`src/rtl/intra_pkg.sv`:
```
// Shared definitions for the intra reconstruction write-back path.
// Holds the default sample width, the sample-address width, the block row count
// and the layout of one buffered 4x4 block (samples in the LSBs, base address on top).
package intra_pkg;

  localparam int unsigned BIT_DEPTH_Y     = 10;
  localparam int unsigned ADDR_W          = 27;
  localparam int unsigned ROWS_PER_BLK    = 4;
  localparam int unsigned SAMPLES_PER_ROW = 4;
  localparam int unsigned SAMPLES_PER_BLK = ROWS_PER_BLK * SAMPLES_PER_ROW;

  // Buffered block at the default sample width.
  typedef struct packed {
    logic [ADDR_W-1:0]                      base;
    logic [SAMPLES_PER_BLK*BIT_DEPTH_Y-1:0] data;
  } recon_entry_t;

  // Width of a buffered block for an arbitrary sample width; same layout as recon_entry_t.
  function automatic int unsigned entry_w(int unsigned bit_depth);
    return SAMPLES_PER_BLK * bit_depth + ADDR_W;
  endfunction

endpackage

```
`src/rtl/recon_row_writer_if.sv`:
```
// Bus bundle for recon_row_writer.
// Block input side : recon_val/recon_rdy handshake, 16 samples, CTB position, picture size.
// Memory side      : mem_wr_val/mem_wr_rdy handshake, row address and row data.
// Status           : busy.
// slave  = the row writer, master = the block producer / memory model.
interface recon_row_writer_if #(
  parameter int unsigned bitDepthY = intra_pkg::BIT_DEPTH_Y
);
  logic                                     recon_val;
  logic                                     recon_rdy;
  logic [16*bitDepthY-1:0]                  r_reconSamples;
  logic [8:0]                               xCtb;
  logic [8:0]                               yCtb;
  logic [3:0]                               xTb_rela;
  logic [3:0]                               yTb_rela;
  logic [2:0]                               nMaxCUlog2;
  logic [13:0]                              pic_width_in_luma_samples;
  logic [12:0]                              pic_height_in_luma_samples;
  logic                                     mem_wr_val;
  logic                                     mem_wr_rdy;
  logic [intra_pkg::ADDR_W-1:0]             mem_wr_addr;
  logic [4*bitDepthY-1:0]                   mem_wr_data;
  logic                                     busy;

  modport slave (
    input  recon_val, r_reconSamples, xCtb, yCtb, xTb_rela, yTb_rela, nMaxCUlog2,
    input  pic_width_in_luma_samples, pic_height_in_luma_samples, mem_wr_rdy,
    output recon_rdy, mem_wr_val, mem_wr_addr, mem_wr_data, busy
  );

  modport master (
    output recon_val, r_reconSamples, xCtb, yCtb, xTb_rela, yTb_rela, nMaxCUlog2,
    output pic_width_in_luma_samples, pic_height_in_luma_samples, mem_wr_rdy,
    input  recon_rdy, mem_wr_val, mem_wr_addr, mem_wr_data, busy
  );
endinterface

```
`src/rtl/recon_blk_fifo.sv`:
```
// Synchronous FIFO of whole reconstructed blocks.
// Ports: clk_i/rst_i (sync, active-high); push_i/push_data_i write the tail;
// pop_i drops the head; head_o is the head entry, next_o the entry behind it
// (valid when count_o >= 2); count_o/full_o/empty_o report occupancy.
// Depth must be a power of two so the pointers wrap for free.
module recon_blk_fifo #(
  parameter int unsigned Width = 8,
  parameter int unsigned Depth = 4,
  localparam int unsigned PtrW = $clog2(Depth),
  localparam int unsigned CntW = $clog2(Depth + 1)
) (
  input  logic             clk_i,
  input  logic             rst_i,
  input  logic             push_i,
  input  logic [Width-1:0] push_data_i,
  input  logic             pop_i,
  output logic [Width-1:0] head_o,
  output logic [Width-1:0] next_o,
  output logic [CntW-1:0]  count_o,
  output logic             full_o,
  output logic             empty_o
);

  logic [Width-1:0] mem_q [Depth];
  logic [PtrW-1:0]  wr_ptr_q, rd_ptr_q, rd_nxt;
  logic [CntW-1:0]  count_q;

  assign rd_nxt = rd_ptr_q + PtrW'(1);

  always_ff @(posedge clk_i) begin
    if (rst_i) begin
      wr_ptr_q <= '0;
      rd_ptr_q <= '0;
      count_q  <= '0;
    end else begin
      if (push_i) wr_ptr_q <= wr_ptr_q + PtrW'(1);
      if (pop_i)  rd_ptr_q <= rd_nxt;
      if (push_i && !pop_i)      count_q <= count_q + CntW'(1);
      else if (pop_i && !push_i) count_q <= count_q - CntW'(1);
    end
  end

  // Storage carries no reset; it is only read once an entry has been written.
  always_ff @(posedge clk_i) begin
    if (push_i) mem_q[wr_ptr_q] <= push_data_i;
  end

  assign head_o  = mem_q[rd_ptr_q];
  assign next_o  = mem_q[rd_nxt];
  assign count_o = count_q;
  assign full_o  = (count_q == CntW'(Depth));
  assign empty_o = (count_q == '0);

endmodule

```
`src/rtl/recon_row_writer.sv`:
```
// Reconstruction row writer: accepts 4x4 luma blocks, computes their picture
// sample address, buffers them and writes them to memory one 4-sample row per beat.
// Ports: clk, rst (sync, active-high); bus (recon_row_writer_if.slave) carries the
// block handshake and position inputs, the memory write handshake, and busy.
// Blocks lying outside the picture are accepted and dropped.
module recon_row_writer
  import intra_pkg::*;
#(
  parameter int unsigned bitDepthY  = BIT_DEPTH_Y,
  parameter int unsigned FIFO_DEPTH = 4
) (
  input  logic                    clk,
  input  logic                    rst,
  recon_row_writer_if.slave       bus
);

  localparam int unsigned RowW   = SAMPLES_PER_ROW * bitDepthY;
  localparam int unsigned EntryW = entry_w(bitDepthY);
  localparam int unsigned CntW   = $clog2(FIFO_DEPTH + 1);

  localparam logic [0:0] StIdle  = 1'b0;
  localparam logic [0:0] StWrite = 1'b1;

  // Address arithmetic, done at acceptance.
  logic [ADDR_W-1:0] pic_w, pic_h, blk_x, blk_y, blk_base;
  logic              in_pic;

  assign pic_w    = ADDR_W'(bus.pic_width_in_luma_samples);
  assign pic_h    = ADDR_W'(bus.pic_height_in_luma_samples);
  assign blk_x    = (ADDR_W'(bus.xCtb) << bus.nMaxCUlog2) + (ADDR_W'(bus.xTb_rela) << 2);
  assign blk_y    = (ADDR_W'(bus.yCtb) << bus.nMaxCUlog2) + (ADDR_W'(bus.yTb_rela) << 2);
  assign blk_base = blk_y * pic_w + blk_x;
  assign in_pic   = (blk_x < pic_w) && (blk_y < pic_h);

  // Block buffer.
  logic              fifo_full, fifo_empty, push, pop, accept;
  logic [CntW-1:0]   fifo_count;
  logic [EntryW-1:0] push_entry, fifo_head, fifo_next;

  assign bus.recon_rdy = ~fifo_full;
  assign accept        = bus.recon_val & ~fifo_full;
  assign push          = accept & in_pic;
  assign push_entry    = {blk_base, bus.r_reconSamples};

  recon_blk_fifo #(
    .Width (EntryW),
    .Depth (FIFO_DEPTH)
  ) u_fifo (
    .clk_i       (clk),
    .rst_i       (rst),
    .push_i      (push),
    .push_data_i (push_entry),
    .pop_i       (pop),
    .head_o      (fifo_head),
    .next_o      (fifo_next),
    .count_o     (fifo_count),
    .full_o      (fifo_full),
    .empty_o     (fifo_empty)
  );

  function automatic logic [RowW-1:0] row_of(logic [EntryW-1:0] e, logic [1:0] r);
    return e[int'(r)*RowW +: RowW];
  endfunction

  function automatic logic [ADDR_W-1:0] base_of(logic [EntryW-1:0] e);
    return e[EntryW-1 -: ADDR_W];
  endfunction

  // Drain state machine with registered write outputs.
  logic [0:0]        state_q, state_d;
  logic [1:0]        row_q, row_d;
  logic              val_q, val_d;
  logic [ADDR_W-1:0] addr_q, addr_d;
  logic [RowW-1:0]   data_q, data_d;
  logic              wr_hs, wr_last, nxt_avail;
  logic [EntryW-1:0] nxt_entry;

  assign wr_hs   = val_q & bus.mem_wr_rdy;
  assign wr_last = wr_hs & (row_q == 2'(ROWS_PER_BLK - 1));
  assign pop     = wr_last;

  // Block that follows the head: the second FIFO entry, or the block being pushed
  // this cycle when the head is the only one buffered, so there is no bubble.
  assign nxt_avail = (fifo_count > CntW'(1)) | push;
  assign nxt_entry = (fifo_count > CntW'(1)) ? fifo_next : push_entry;

  always_comb begin
    state_d = state_q;
    row_d   = row_q;
    val_d   = val_q;
    addr_d  = addr_q;
    data_d  = data_q;
    case (state_q)
      StIdle: begin
        if (!fifo_empty) begin
          state_d = StWrite;
          val_d   = 1'b1;
          row_d   = '0;
          addr_d  = base_of(fifo_head);
          data_d  = row_of(fifo_head, 2'd0);
        end
      end
      StWrite: begin
        if (wr_hs) begin
          if (!wr_last) begin
            row_d  = row_q + 2'd1;
            addr_d = addr_q + pic_w;
            data_d = row_of(fifo_head, row_q + 2'd1);
          end else if (nxt_avail) begin
            row_d  = '0;
            addr_d = base_of(nxt_entry);
            data_d = row_of(nxt_entry, 2'd0);
          end else begin
            state_d = StIdle;
            val_d   = 1'b0;
            row_d   = '0;
          end
        end
      end
      default: state_d = StIdle;
    endcase
  end

  always_ff @(posedge clk) begin
    if (rst) begin
      state_q <= StIdle;
      row_q   <= '0;
      val_q   <= 1'b0;
      addr_q  <= '0;
      data_q  <= '0;
    end else begin
      state_q <= state_d;
      row_q   <= row_d;
      val_q   <= val_d;
      addr_q  <= addr_d;
      data_q  <= data_d;
    end
  end

  assign bus.mem_wr_val  = val_q;
  assign bus.mem_wr_addr = addr_q;
  assign bus.mem_wr_data = data_q;
  assign bus.busy        = ~fifo_empty;

endmodule

```
`src/flat_wrapper.sv`:
```
// flat-port wrapper written by rule: the top's interface ports become plain ports
module recon_row_writer_flat import intra_pkg::*;
#(
  parameter int unsigned bitDepthY  = BIT_DEPTH_Y,
  parameter int unsigned FIFO_DEPTH = 4
)
  (clk, rst, bus_recon_val, bus_r_reconSamples, bus_xCtb, bus_yCtb, bus_xTb_rela, bus_yTb_rela, bus_nMaxCUlog2, bus_pic_width_in_luma_samples, bus_pic_height_in_luma_samples, bus_mem_wr_rdy, bus_recon_rdy, bus_mem_wr_val, bus_mem_wr_addr, bus_mem_wr_data, bus_busy);
  recon_row_writer_if #(.bitDepthY(bitDepthY)) bus_i ();
  input  logic clk;
  input  logic rst;
  input wire logic [$bits(bus_i.recon_val)-1:0] bus_recon_val;
  input wire logic [$bits(bus_i.r_reconSamples)-1:0] bus_r_reconSamples;
  input wire logic [$bits(bus_i.xCtb)-1:0] bus_xCtb;
  input wire logic [$bits(bus_i.yCtb)-1:0] bus_yCtb;
  input wire logic [$bits(bus_i.xTb_rela)-1:0] bus_xTb_rela;
  input wire logic [$bits(bus_i.yTb_rela)-1:0] bus_yTb_rela;
  input wire logic [$bits(bus_i.nMaxCUlog2)-1:0] bus_nMaxCUlog2;
  input wire logic [$bits(bus_i.pic_width_in_luma_samples)-1:0] bus_pic_width_in_luma_samples;
  input wire logic [$bits(bus_i.pic_height_in_luma_samples)-1:0] bus_pic_height_in_luma_samples;
  input wire logic [$bits(bus_i.mem_wr_rdy)-1:0] bus_mem_wr_rdy;
  output wire logic [$bits(bus_i.recon_rdy)-1:0] bus_recon_rdy;
  output wire logic [$bits(bus_i.mem_wr_val)-1:0] bus_mem_wr_val;
  output wire logic [$bits(bus_i.mem_wr_addr)-1:0] bus_mem_wr_addr;
  output wire logic [$bits(bus_i.mem_wr_data)-1:0] bus_mem_wr_data;
  output wire logic [$bits(bus_i.busy)-1:0] bus_busy;
  assign bus_i.recon_val = bus_recon_val;
  assign bus_i.r_reconSamples = bus_r_reconSamples;
  assign bus_i.xCtb = bus_xCtb;
  assign bus_i.yCtb = bus_yCtb;
  assign bus_i.xTb_rela = bus_xTb_rela;
  assign bus_i.yTb_rela = bus_yTb_rela;
  assign bus_i.nMaxCUlog2 = bus_nMaxCUlog2;
  assign bus_i.pic_width_in_luma_samples = bus_pic_width_in_luma_samples;
  assign bus_i.pic_height_in_luma_samples = bus_pic_height_in_luma_samples;
  assign bus_i.mem_wr_rdy = bus_mem_wr_rdy;
  assign bus_recon_rdy = bus_i.recon_rdy;
  assign bus_mem_wr_val = bus_i.mem_wr_val;
  assign bus_mem_wr_addr = bus_i.mem_wr_addr;
  assign bus_mem_wr_data = bus_i.mem_wr_data;
  assign bus_busy = bus_i.busy;
  recon_row_writer #(.bitDepthY(bitDepthY), .FIFO_DEPTH(FIFO_DEPTH)) u_core (.clk(clk), .rst(rst), .bus(bus_i));
endmodule
```
`config.mk`:
```
export PLATFORM = sky130hd
export DESIGN_NAME = recon_row_writer_flat
export DESIGN_NICKNAME = d
export VERILOG_FILES = /design/src/rtl/intra_pkg.sv /design/src/rtl/recon_row_writer_if.sv /design/src/rtl/recon_blk_fifo.sv /design/src/rtl/recon_row_writer.sv /design/src/flat_wrapper.sv
export SDC_FILE = /design/constraint.sdc
export NUM_CORES = 2
export LEC_CHECK = 0
export CELL_PAD_IN_SITES_DETAIL_PLACEMENT = 2
export CELL_PAD_IN_SITES_GLOBAL_PLACEMENT = 2
export CORE_UTILIZATION = 47
export DETAILED_ROUTE_END_ITERATION = 10
export DONT_BUFFER_PORTS = 1
export PLACE_DENSITY = 0.92
export SYNTH_ARGS = -nofsm -noshare
export SYNTH_HDL_FRONTEND = slang
export SYNTH_SLANG_ARGS = --single-unit
export TNS_END_PERCENT = 100
```
`constraint.sdc`:
```
create_clock -name clk -period 16.8 [get_ports clk]
set_clock_uncertainty 0.15 [all_clocks]
set_input_delay 3.36 -clock clk [delete_from_list [all_inputs] [get_ports clk]]
set_output_delay 3.36 -clock clk [all_outputs]
set_load 0.03 [all_outputs]
```
# Word-level counts from Yosys, hierarchy flattened
# Memories as Yosys holds them, arrays and structs flattened. A register that Yosys moved wholly into a read port is not among the register bits.
# Index checks and enable logic that the tools add are counted.
# W data, S select, Z words.
# totals
memories	1
register_bits	78
elab_cells	82
ramBits	748
in_bits	220
out_inout_bits	70
# classes
n_mux	31
reduce_logical	10
n_lt_le_gt_ge	3
mul	2
n_shift	3
eq_ne	7
add_sub_neg	9
bitwise_logic	8
# mem_list
name	words	word_bits	read_ports	rd_ports_with_merged_regs	write_ports	line	source
u_core.u_fifo.mem_q	4	187	2	1	1	recon_blk_fifo.sv:24	logic [Width-1:0] mem_q [Depth];
# ops
op	count
$mux W187	1
$shiftx A187 B9 Y40	1
$mux W40	4
$mux W27	4
$pmux W40 S2	1
$add A27 B6 Y27	2
$pmux W27 S2	1
$shl A9 B3 Y27	2
$add A27 B14 Y27	1
$add A27 B27 Y27	1
$lt A27 B13 Y1	1
$lt A27 B14 Y1	1
$mul A27 B14 Y27	1
$mux W1	10
$mux W2	5
$ne A2 B2 Y1 const B	4
$add A2 B1 Y2 const B	3
$mux W3	2
$mul A2 B3 Y5 const B	1
$and A1 B1 Y1	4
$pmux W1 S2	2
$pmux W2 S2	1
$reduce_and A4 Y1	1
$add A3 B1 Y3 const B	1
other kinds (13)	18

# Depth between registers and ports, before layout
# depth
depth_word	10
ltp_mapped	39
mapped_depth_nobuf	34

# By module
# A second synthesis with hierarchy kept.
# unflattened
cells_unflattened	3237
area_unflattened_um2	47797.1
# by_module_without_submodules
module	seq_area_each_um2	area_each_um2	instances	cells_each
recon_blk_fifo	22641.7	31915.6	1	1250
recon_row_writer	1421.4	15881.5	1	1987

# Worst setup path before layout
# No wires, ideal clock.
# synth_path
kind	input -> register
startpoint	in bus_nMaxCUlog2[1]
endpoint	mem u_core.u_fifo.mem_q[0][0] (netlist name) (enable)
arrival_time_ns	12.799
cell_stages	21
n_path_buf	7
path_slack_ns	3.280
cell_sequence	buf_2 buf_1 clkbuf_1 clkbuf_1 clkbuf_1 buf_1 a211oi_1 ha_1 fa_1 a21o_1 a21oi_1 nor2_1 xnor2_1 clkbuf_1 ha_1 a21o_1 a211oi_1 a21oi_1 or3_4 nor4_4 and2_1
# synth_via
elab_chain_len	7
word_cells_on_any_way	10
cone_classes	add/sub: 2; order compare: 2; shift: 2; mux: 2; bitwise: 1; reduce/logical: 1
# synth_rtl
element	line	source
start, declared	flat_wrapper.sv:17	input wire logic [$bits(bus_i.nMaxCUlog2)-1:0] bus_nMaxCUlog2;
$shl A9 B3 Y27, on equally long branches	recon_row_writer.sv:30, recon_row_writer.sv:31	
$add A27 B6 Y27, on equally long branches	recon_row_writer.sv:30, recon_row_writer.sv:31	
$lt A27 B14 Y1 or $lt A27 B13 Y1 (tied branches)	recon_row_writer.sv:33	assign in_pic = (blk_x < pic_w) && (blk_y < pic_h);
$logic_and A1 B1 Y1 (*)	recon_row_writer.sv:33	
$and A1 B1 Y1 (*)	recon_row_writer.sv:42	assign push = accept & in_pic;
net u_core.push	recon_row_writer.sv:36	logic fifo_full, fifo_empty, push, pop, accept;
$mux W1 (*)	recon_blk_fifo.sv:45	if (push_i) mem_q[wr_ptr_q] <= push_data_i;
$mux W1 (not written as such) (*)	recon_blk_fifo.sv:45	
end, declared	recon_blk_fifo.sv:24	
# The timed path passes the listed nets; every way through them passes the cells marked *.

# Final worst setup path
# layout_path
startpoint	in bus_nMaxCUlog2[0]
endpoint	reg u_core.addr_q[24], in the netlist u_core.bus.mem_wr_addr[24]
# layout_via
elab_chain_len	9
word_cells_on_any_way	18
cone_classes	add/sub: 3; mul: 1; order compare: 2; eq/ne: 1; shift: 2; mux: 5; bitwise: 2; reduce/logical: 2
# layout_rtl
element	line	source
$shl A9 B3 Y27	recon_row_writer.sv:31	assign blk_y = (ADDR_W'(bus.yCtb) << bus.nMaxCUlog2) + (ADDR_W'(bus.yTb_rela) << 2);
$add A27 B6 Y27	recon_row_writer.sv:31	
$mul A27 B14 Y27	recon_row_writer.sv:32	assign blk_base = blk_y * pic_w + blk_x;
$add A27 B27 Y27 (*)	recon_row_writer.sv:32	
net u_core.blk_base[24]	recon_row_writer.sv:25	logic [ADDR_W-1:0] pic_w, pic_h, blk_x, blk_y, blk_base;
$mux W187 (*)	recon_row_writer.sv:85	assign nxt_entry = (fifo_count > CntW'(1)) ? fifo_next : push_entry;
$mux W27 (*)	recon_row_writer.sv:109	end else if (nxt_avail) begin
$mux W27 (*)	recon_row_writer.sv:105	if (!wr_last) begin
$mux W27 (*)	recon_row_writer.sv:104	if (wr_hs) begin
$pmux W27 S2 (*)	recon_row_writer.sv:93	case (state_q)
end signal, assigned	recon_row_writer.sv:135	addr_q <= addr_d;
end, declared	recon_row_writer.sv:73	logic [ADDR_W-1:0] addr_q, addr_d;
# The timed path passes the listed nets; every way through them passes the cells marked *. The select of a mux whose other input is x is not followed.
# A chain may end at the register's enable or synchronous reset.

==> results.cfg <==
[run_status]
outcome = finished clean

[placed_design]
placedCellCount = 4180
gp_congestion = 0.8996
pre_cts_ws_ns = 3.651
place_area_um2 = 46030
port_buffers = 0
hpwl_mm = 97.64

[final_layout]
final_cells = 4323
final_cell_area_um2 = 48640
regArea_um2 = 24080
final_nets = 3549
postLayoutCoreUtil_pct = 51.81
nFillCells = 8424
area_delta_synth_final_pct = 8.474
drive_gt1_share_pct = 16.11
multi_input_comb_area_um2 = 19080

[route]
via_count = 28649
dr.pass1.iters = 6
drc = 0
wl_per_cell_um = 36.04
drt_first_iter_violations = 2733
routed_wl_mm = 155.8
ant_nets = 0
vias_per_cell = 6.627

[cts]
cts.sinks = 828
cts_setup_buffers = 0
hold_buffers = 0
cts-resized-gates = 0
cts_root_buffer = clkbuf_16
h-tree-depth = 3
insertion_delay_ns = 0.64
cts_tree = done
path_clk_slew_ns = 0.06
clock_path_buffers = 3
cts_buffers = 78

[power_and_ir_drop]
p_leak_nw = 16.82
ir_drop_mv = 0.3333
powerDensity_nw_per_um2 = 214.6

[sta]
fin_crit_sh_pct = 75.97
tns_ns = 0
rsz0062_at_grt = false
relSlewSlack_pct = 11.46
finalMaxSlewViolations = 0
fmax_mhz = 78.35
finalSetupViolCount = 0
postLayoutSetupSlackWorst_ns = 4.036
fin_crit_ns = 12.76
worst_slew_pin_slew_ns = 1.328
report.final.hold_viol_count = 0

[synth]
synthXorXnorAreaFrac_pct = 1.515
synth_top_family_by_area = multiplexers
synth-simple-area-share_pct = 6.903
async_flop_share_pct = 0
synthesis.instances = 3072
ys_ff_latch = 828
yosysWarnings = 0
yosys.area.top_type = edfxtp_1
synth_compound_gate_area_share_pct = 5.751
syn_area_um2 = 44840
synth.distinct_cells = 75
synthTopCellsByArea = edfxtp_1 (50%), mux4_2 (15%), fa_1 (8.6%)
synth_edf_count = 748
syn_area_per_cell_um2 = 14.60
muxShareOfSynthArea_pct = 15.94
synth_top_area_share_pct = 50.09
synth_adder_area_share_pct = 12.23
ys_seq_area_share_pct = 53.66
synth_flop_cell = edfxtp_1

[global_routing]
grt_max_degree = 133
grt_usage_pct = 32.35
overflow = 0
antenna_found_initial = 2
grt_pass1_vias = 32688
grt_pass1_wl_mm = 228.7

[floorplanning]
die_x_um = 310.9
die_h_um = 310.9
io_pins = 290
start_util_pct = 47.76
rows = 112
die-area_um2 = 96650
core-area_um2 = 93890

[critical_path]
crit_slowest_cell = mux2i_1
worst_ep_required_time_ns = 17.21
cpPeakStageDelay_ns = 0.81
critPathKind = in2reg
cp-start-kind = input port
end_kind = register
cp_common_cell = fa_1
arrival_ns = 13.17
worstPathMaxFanout = 40

[job]
drv_cap = 0

[worst_hold_path]
hp-class = reg2reg
==> logic make-up after synthesis <==
family / Yosys count
flops: 828
simple gates: 678
buf+inv: 454
compound gates: 376
mux: 335
fa+ha+maj: 323
xor+xnor: 76
other cells: 2
==> power breakdown <==
part | leakage (nW) | internal (mW) | switching, mW
logic | 8.10 | 1.66 | 3.56
clock network | 1.29 | 1.06 | 0.835
registers | 7.43 | 3.05 | 0.273
==> cells in the final DEF, fill, tap and decap left out, types with 18 or more instances in the layout <==
cell type | netlist | final
and3_1 | 23 | 22
mux2i_1 | 23 | 23
mux4_2 | 301 | 301
a311oi_1 | 56 | 56
xor2_1 | 31 | 30
dfxtp_1 | 80 | 75
nor2_1 | 161 | 160
nor3_1 | 20 | 19
clkinv_2 | 0 | 18
o21ai_0 | 43 | 43
a21o_1 | 21 | 21
inv_1 | 270 | 270
a211oi_1 | 51 | 50
ha_1 | 131 | 130
nand2_1 | 297 | 297
xnor2_1 | 44 | 44
clkbuf_16 | 0 | 80
a21oi_1 | 109 | 108
and2_1 | 78 | 74
buf_4 | 4 | 23
edfxtp_1 | 748 | 748
fa_1 | 192 | 192
nand3_1 | 29 | 29
==> flip-flops by register name, indices dropped and copies added, names as in the netlist, named ones only <==
| register | count |
|---|---|
| u_core.bus.mem_wr_val | 1 |
| u_core.bus.mem_wr_data | 40 |
| u_core.row_q | 2 |
| u_core.u_fifo.rd_ptr_q | 2 |
| u_core.state_q | 1 |
| u_core.u_fifo.wr_ptr_q | 2 |
| u_core.u_fifo.count_o | 3 |
| u_core.bus.mem_wr_addr | 27 |
| u_core.u_fifo.mem_q | 748 |
==> metrics by stage <==
| stage | power (mW) | hold slack [ns] |
|---|---|---|
| finish | 10.44 | 0.4666 |
| global route | 10.81 | 0.5036 |
| CTS | 10.30 | 0.4597 |
| detailed placement | 8.177 | 0.3861 |
| global placement | 7.659 | 0.3301 |
| floorplan | 6.388 | 0.3113 |
==> final timing paths <==
kind                            cells past startpoint                startpoint                    endpoint  slack, ns
worst min-delay path                                2           u_core.row_q[1]             u_core.row_q[1]       0.47
worst min register to register                      2           u_core.row_q[1]             u_core.row_q[1]       0.47
worst max-delay path                               29         bus_nMaxCUlog2[0]  u_core.bus.mem_wr_addr[24]       4.04
worst max register to register                     11  u_core.u_fifo.count_o[0]  u_core.bus.mem_wr_data[31]      11.45
==> routing by layer <==
metal	share of wire [%]	global-route usage, %
met1	35	36.65
met2	52	58.03
met3	8.3	7.511
met4	4.7	14.30
met5	0.021	0
==> area by class of cell <==
cell class                 instances  share of cell area, %
sequential                       828                  49.51
inverter                         271                  2.096
timing repair buffer              28                 0.5607
clock inverter                    45                  1.070
tap                             1254                  3.226
antenna                            2                0.01029
clock buffer                      96                  4.301
multi-input combinational       1799                  39.23
==> cells in the mapped netlist, types with 4 or more instances <==
cell / count
ha_1: 131
a21o_1: 21
xor2_1: 31
o21a_1: 11
a21oi_1: 109
mux2i_1: 23
or3_1: 6
nand2b_1: 13
o31ai_1: 4
buf_2: 6
clkbuf_1: 127
a31oi_1: 12
o22ai_1: 6
a211o_1: 5
buf_4: 4
and3_1: 23
buf_1: 37
a221oi_1: 5
o21ai_0: 43
a211oi_1: 51
a211oi_2: 4
mux2_2: 10
mux4_2: 301
edfxtp_1: 748
nand3_1: 29
and2_1: 78
a2111oi_0: 4
dfxtp_1: 80
inv_1: 270
nand2_1: 297
a221o_1: 4
or2_2: 5
nor4_1: 12
o21bai_1: 9
nand4_1: 8
o211ai_1: 9
nor2_1: 161
xnor2_1: 44
and4_1: 6
nor2b_1: 5
buf_6: 8
nor3_1: 20
a311oi_1: 56
fa_1: 192
==> worst max-delay path, delay by kind of cell <==
family | cells | cell delay, ns
compound gates | 7 | 2.60
xor+xnor | 2 | 0.60
fa+ha+maj | 8 | 3.80
buf+inv | 4 | 0.55
mux | 2 | 0.95
simple gates | 6 | 1.29
Power figures use the tool's default switching activity.
